--- src/rtl/ctrl_bubble_pipe_if.sv ---
// Bundle of the control-pipeline signals between the ID stage/hazard unit
// and the control-bundle pipeline.
//   master : ID side (drives ctrl_in, ctrl_valid_in, bubble_req, bubble_len,
//            flush; observes ctrl_out, valid_out, stall_upstream, bubble_count)
//   slave  : pipeline side (the reverse directions)
interface ctrl_bubble_pipe_if #(
  parameter int unsigned CTRL_W = 9,
  parameter int unsigned DEPTH  = 3,
  parameter int unsigned LEN_W  = 3,
  parameter int unsigned STAT_W = 16
);
  logic [CTRL_W-1:0]       ctrl_in;
  logic                    ctrl_valid_in;
  logic                    bubble_req;
  logic [LEN_W-1:0]        bubble_len;
  logic                    flush;
  logic [DEPTH*CTRL_W-1:0] ctrl_out;
  logic [DEPTH-1:0]        valid_out;
  logic                    stall_upstream;
  logic [STAT_W-1:0]       bubble_count;

  modport master (
    output ctrl_in, ctrl_valid_in, bubble_req, bubble_len, flush,
    input  ctrl_out, valid_out, stall_upstream, bubble_count
  );

  modport slave (
    input  ctrl_in, ctrl_valid_in, bubble_req, bubble_len, flush,
    output ctrl_out, valid_out, stall_upstream, bubble_count
  );
endinterface

--- src/rtl/ctrl_bubble_pipe.sv ---
// Control-bundle pipeline for ID->EX->MEM->WB. Carries the decoded control
// bundle through DEPTH registered stages, inserts multi-cycle bubbles on
// hazard requests (holding upstream while they issue), zeroes the youngest
// FLUSH_DEPTH stages on flush and keeps a saturating count of bubbles.
// Ports:
//   clk   : rising-edge clock
//   reset : synchronous, active-high
//   bus   : ctrl_bubble_pipe_if.slave
//           in  ctrl_in, ctrl_valid_in, bubble_req, bubble_len, flush
//           out ctrl_out (stage k at [k*CTRL_W +: CTRL_W]), valid_out,
//               stall_upstream (combinational), bubble_count
module ctrl_bubble_pipe #(
  parameter int unsigned CTRL_W      = 9,
  parameter int unsigned DEPTH       = 3,
  parameter int unsigned FLUSH_DEPTH = 1,
  parameter int unsigned LEN_W       = 3,
  parameter int unsigned STAT_W      = 16
) (
  input  logic              clk,
  input  logic              reset,
  ctrl_bubble_pipe_if.slave bus
);

  localparam logic [LEN_W-1:0]  LEN_ONE  = LEN_W'(1);
  localparam logic [STAT_W-1:0] STAT_ONE = STAT_W'(1);

  logic [CTRL_W-1:0] r_stage [DEPTH];
  logic [DEPTH-1:0]  r_valid;
  logic [LEN_W-1:0]  r_bub_cnt;       // bubbles remaining after the current one
  logic [STAT_W-1:0] r_bubble_count;

  logic              w_bubbling;
  logic              w_start;
  logic [LEN_W-1:0]  w_run_rem;

  // Flush overrides any bubble request or run in progress.
  assign w_bubbling = !bus.flush && ((r_bub_cnt != '0) || bus.bubble_req);
  assign w_start    = (r_bub_cnt == '0) && bus.bubble_req && !bus.flush;
  // A length of 0 behaves as 1; the current cycle is already one bubble.
  assign w_run_rem  = (bus.bubble_len == '0) ? '0 : bus.bubble_len - LEN_ONE;

  always_ff @(posedge clk) begin
    if (reset) begin
      for (int unsigned k = 0; k < DEPTH; k++) r_stage[k] <= '0;
      r_valid        <= '0;
      r_bub_cnt      <= '0;
      r_bubble_count <= '0;
    end else begin
      if (bus.flush)
        r_bub_cnt <= '0;
      else if (w_start)
        r_bub_cnt <= w_run_rem;
      else if (r_bub_cnt != '0)
        r_bub_cnt <= r_bub_cnt - LEN_ONE;

      if (w_bubbling && (r_bubble_count != '1))
        r_bubble_count <= r_bubble_count + STAT_ONE;

      if (bus.flush || w_bubbling || !bus.ctrl_valid_in) begin
        r_stage[0] <= '0;
        r_valid[0] <= 1'b0;
      end else begin
        r_stage[0] <= bus.ctrl_in;
        r_valid[0] <= 1'b1;
      end

      for (int unsigned k = 1; k < DEPTH; k++) begin
        if (bus.flush && (k < FLUSH_DEPTH)) begin
          r_stage[k] <= '0;
          r_valid[k] <= 1'b0;
        end else begin
          r_stage[k] <= r_stage[k-1];
          r_valid[k] <= r_valid[k-1];
        end
      end
    end
  end

  // Gated by reset so a request seen during reset never holds the front end.
  assign bus.stall_upstream = w_bubbling && !reset;
  assign bus.valid_out      = r_valid;
  assign bus.bubble_count   = r_bubble_count;

  for (genvar g = 0; g < DEPTH; g++) begin : g_pack
    assign bus.ctrl_out[g*CTRL_W +: CTRL_W] = r_stage[g];
  end

endmodule

--- src/flat_wrapper.sv ---
// flat-port wrapper written by rule: the top's interface ports become plain ports
module ctrl_bubble_pipe_flat 
#(
  parameter int unsigned CTRL_W      = 9,
  parameter int unsigned DEPTH       = 3,
  parameter int unsigned FLUSH_DEPTH = 1,
  parameter int unsigned LEN_W       = 3,
  parameter int unsigned STAT_W      = 16
)
  (clk, reset, bus_ctrl_in, bus_ctrl_valid_in, bus_bubble_req, bus_bubble_len, bus_flush, bus_ctrl_out, bus_valid_out, bus_stall_upstream, bus_bubble_count);
  ctrl_bubble_pipe_if #(.CTRL_W(CTRL_W), .DEPTH(DEPTH), .LEN_W(LEN_W), .STAT_W(STAT_W)) bus_i ();
  input  logic clk;
  input  logic reset;
  input wire logic [$bits(bus_i.ctrl_in)-1:0] bus_ctrl_in;
  input wire logic [$bits(bus_i.ctrl_valid_in)-1:0] bus_ctrl_valid_in;
  input wire logic [$bits(bus_i.bubble_req)-1:0] bus_bubble_req;
  input wire logic [$bits(bus_i.bubble_len)-1:0] bus_bubble_len;
  input wire logic [$bits(bus_i.flush)-1:0] bus_flush;
  output wire logic [$bits(bus_i.ctrl_out)-1:0] bus_ctrl_out;
  output wire logic [$bits(bus_i.valid_out)-1:0] bus_valid_out;
  output wire logic [$bits(bus_i.stall_upstream)-1:0] bus_stall_upstream;
  output wire logic [$bits(bus_i.bubble_count)-1:0] bus_bubble_count;
  assign bus_i.ctrl_in = bus_ctrl_in;
  assign bus_i.ctrl_valid_in = bus_ctrl_valid_in;
  assign bus_i.bubble_req = bus_bubble_req;
  assign bus_i.bubble_len = bus_bubble_len;
  assign bus_i.flush = bus_flush;
  assign bus_ctrl_out = bus_i.ctrl_out;
  assign bus_valid_out = bus_i.valid_out;
  assign bus_stall_upstream = bus_i.stall_upstream;
  assign bus_bubble_count = bus_i.bubble_count;
  ctrl_bubble_pipe #(.CTRL_W(CTRL_W), .DEPTH(DEPTH), .FLUSH_DEPTH(FLUSH_DEPTH), .LEN_W(LEN_W), .STAT_W(STAT_W)) u_core (.clk(clk), .reset(reset), .bus(bus_i));
endmodule
--- config.mk ---
export PLATFORM = sky130hd
export DESIGN_NAME = ctrl_bubble_pipe_flat
export DESIGN_NICKNAME = d
export VERILOG_FILES = /design/src/rtl/ctrl_bubble_pipe_if.sv /design/src/rtl/ctrl_bubble_pipe.sv /design/src/flat_wrapper.sv
export SDC_FILE = /design/constraint.sdc
export NUM_CORES = 1
export LEC_CHECK = 0
export ABC_AREA = 0
export BUFFER_PORTS_ARGS = -buffer_cell sky130_fd_sc_hd__buf_2
export CAP_MARGIN = 20
export CORE_ASPECT_RATIO = 0.8
export CORE_MARGIN = 2
export CORE_UTILIZATION = 46
export DETAILED_ROUTE_END_ITERATION = 6
export PLACE_DENSITY = 0.86
export SKIP_CTS_REPAIR_TIMING = 1
export SLEW_MARGIN = 10
export SYNTH_ARGS = -nofsm -noshare
export SYNTH_HDL_FRONTEND = slang
export SYNTH_SLANG_ARGS = --single-unit
--- constraint.sdc ---
create_clock -name clk -period 2.2 [get_ports clk]
set_input_delay 0.11 -clock clk [delete_from_list [all_inputs] [get_ports clk]]
set_output_delay 0.11 -clock clk [all_outputs]
set_load 0.005 [all_outputs]
==> key figures <==
STA
  • Clock Skew: 0.006284 ns
  • Period minus WS final: 2.064 ns
  • Fin Setup TNS: 0 ns
  • Setup violators final: 0
  • Final setup margin: 0.1356 ns
  • Fin crit share: 93.84%
  • F_max: 0.4844 GHz
  • Slew Viols, Final: 0
  • Final hold violations: 0
  • RSZ-0062 raised after global routing: false

Routing
  • Vias/cell: 4.837
  • Remaining antenna violation count: 0
  • Drt wl/cell: 11.85 µm
  • DRC viols: 0
  • Final Routed Wirelength: 4077 µm
  • Drt pass-1 iters: 4
  • Via count: 1664
  • First-iteration detailed-routing DRC count: 89

Synth
  • Sequential share of the synthesized area: 57.94%
  • Synth area leader: edfxtp_1
  • #FFs+latches synth: 49
  • Share of the synthesized area in the top cell type: 37.54%
  • Mapped Area: 0.002160 mm²
  • Cell count after synthesis: 192
  • Post-synth top cells: 27 x edfxtp_1, 22 x dfxtp_1, 21 x nor2b_1, 14 x a21oi_1, 10 x and2_1
  • Syn Area/Cell: 11.25 µm²
  • Count leader, synth: edfxtp_1
  • Ys async rst share: 0%
  • Syn. warnings: 0
  • Post-synth EDFFs: 27
  • Ranking of synthesized cells by area: edfxtp_1 38%, dfxtp_1 20%, nor2b_1 6.1%
  • Top FF cell, synth: edfxtp_1
  • Synth unique cells: 41

Clock tree
  • CTS sink count: 49
  • Root buf cell: clkbuf_8
  • Worst-path clk slew: 0.08 ns
  • Max Root-Sink Buffers: 2
  • H-tree levels: 2
  • Clk Latency, worst-skew pair: 0.29 ns
  • CTS buffer count: 5
  • CTS tree: done

Global route
  • GRT overflow: 0
  • Wire length of the first global-routing pass: 6368 µm
  • Vias in the first global route: 1424
  • Total GRT Usage: 15.91%
  • Largest net degree at the start of global routing: 26
  • Initial antenna violation count: 0

Power
  • Pwr dens: 621.1 mW/mm²
  • Combinational power share: 9.2%
  • Net switching power: 370.4 µW
  • Sequential share of power: 60.1%
  • Internal power: 1325 µW
  • Total power: 1696 µW
  • Power share of the clock group: 30.7%
  • Worst VDD drop: 347.6 µV
  • Switching Share: 21.84%
  • P_leak: 0.001176 µW

Finish
  • N_diodes: 0
  • Post-Layout Inst Area: 0.002730 mm²
  • Area growth syn-to-layout: 26.42%
  • Fin nets: 305
  • Layout cells sized above 1: 30.28%
  • FILL cells: 414

Worst setup path
  • Critical Path RT: 2.43 ns
  • Setup crit end kind: register
  • Worst Setup Start Kind: register
  • Crit path DAT: 2.29 ns
  • WS Path Type: reg2reg
  • Max FO, Critical Path: 11

Floorplanning
  • Die width: 80.61 µm
  • Core area: 0.004542 mm²
  • Die ar.: 0.005262 mm²
  • Site Rows: 22
  • Ports: 64
  • Die Span Y: 65.29 µm
  • Initial Utilization: 47.55%

Placed design
  • Dpl ws: 0.1506 ns
  • Global placer's final weighted congestion: 0.8834
  • Cell area after placement: 0.002638 mm²
  • DP HPWL: 3088 µm
  • PortBufs: 63

Min path
  • Hold WC Path Type: in2reg

Flow run
  • Max cap viols: 0

Outcome
  • Status: finished, final reports clean
==> cell usage in the layout, fill, tap and decap left out, types with 3 or more instances in the layout <==
cell and instances:
buf_2 63, edfxtp_1 27, conb_1 27, dfxtp_1 22, nor2b_1 21, a21oi_1 14
and2_1 10, nand2_1 9, o31ai_1 8, or4_1 8, nor2_1 7, clkbuf_8 6
inv_1 5, o21ai_0 5, ha_1 5, buf_4 5, and4_1 4, nand3_1 4
nor3_1 3
==> worst paths after layout <==
kind / from / end / slack, ns / cells past startpoint
max: u_core.r_bub_cnt[0]$_SDFFE_PP0P_ / u_core.bus.bubble_count[11]$_SDFFE_PP0P_ / 0.14 / 6
min: bus_bubble_len[1] / u_core.r_bub_cnt[1]$_SDFFE_PP0P_ / 0.09 / 3
max reg2reg: u_core.r_bub_cnt[0]$_SDFFE_PP0P_ / u_core.bus.bubble_count[11]$_SDFFE_PP0P_ / 0.14 / 6
min reg2reg: u_core.bus.valid_out[0]$_SDFF_PP0_ / u_core.bus.valid_out[1]$_SDFF_PP0_ / 0.46 / 1
==> cell type report <==
class                           count  area [µm²]  area share, %
Clock buffer                        6       82.58          3.025
Clock inverter                      2       8.758         0.3208
Inverter                            5       18.77         0.6874
Multi-Input combinational cell    154       940.9          34.46
Sequential cell                    49        1251          45.83
Tap cell                           60       75.07          2.750
Timing Repair Buffer               68       352.8          12.92
==> logic make-up (layout without fill, tap and decap cells) <==
group	Yosys count	count (layout)	share of synthesized area, %
XOR/XNOR	1	1	0.4056
AND/OR/NAND/NOR	86	86	25.14
adder cells (fa/ha/maj)	5	5	2.897
buffers and inverters	15	81	3.071
other	1	27	0.1736
AO/OA/AOI/OAI	34	34	9.850
flip-flops	49	49	57.94
multiplexers	1	1	0.5214
==> flip-flops by register name, summed over array words and instances, names as in the netlist <==
name,count
u_core.bus.bubble_count,16
u_core.bus.valid_out,3
u_core.r_stage,27
u_core.r_bub_cnt,3
==> critical path: stages, from the launching register on <==
cell     delay (ns)
dfxtp_1        0.34
inv_1          0.07
ha_1           0.21
nor3b_2        0.16
or4_4          0.58
or4_1          0.49
a21oi_1        0.14
==> per-layer routing <==
metal,share of wire (%),global-route usage (%)
met1,45,20.30
met2,49,26.77
met3,4.1,3.434
met4,1.1,5.720
met5,0,0
==> per-stage QoR <==
stage | cells | hold WS [ns] | utilization [%]
6_report | 344 | 0.09043 | 60.11
3_3_place_gp | 336 | 0.3854 | 58.07
2_1_floorplan | 218 | 0.2569 | -
3_5_place_dp | 336 | 0.3884 | 58.07
5_1_grt | 344 | 0.08464 | 60.11
4_1_cts | 344 | 0.07018 | 60.08
==> power groups by stage <==
stage | logic (µW) | clock network, µW | registers, µW
6_report | 156 | 521 | 1020
3_5_place_dp | 156 | 0 | 1040
3_3_place_gp | 152 | 0 | 1040
2_1_floorplan | 85.1 | 0 | 1040
5_1_grt | 176 | 578 | 1020
4_1_cts | 156 | 546 | 1020
Note: power is estimated with default switching activity, not from simulation.
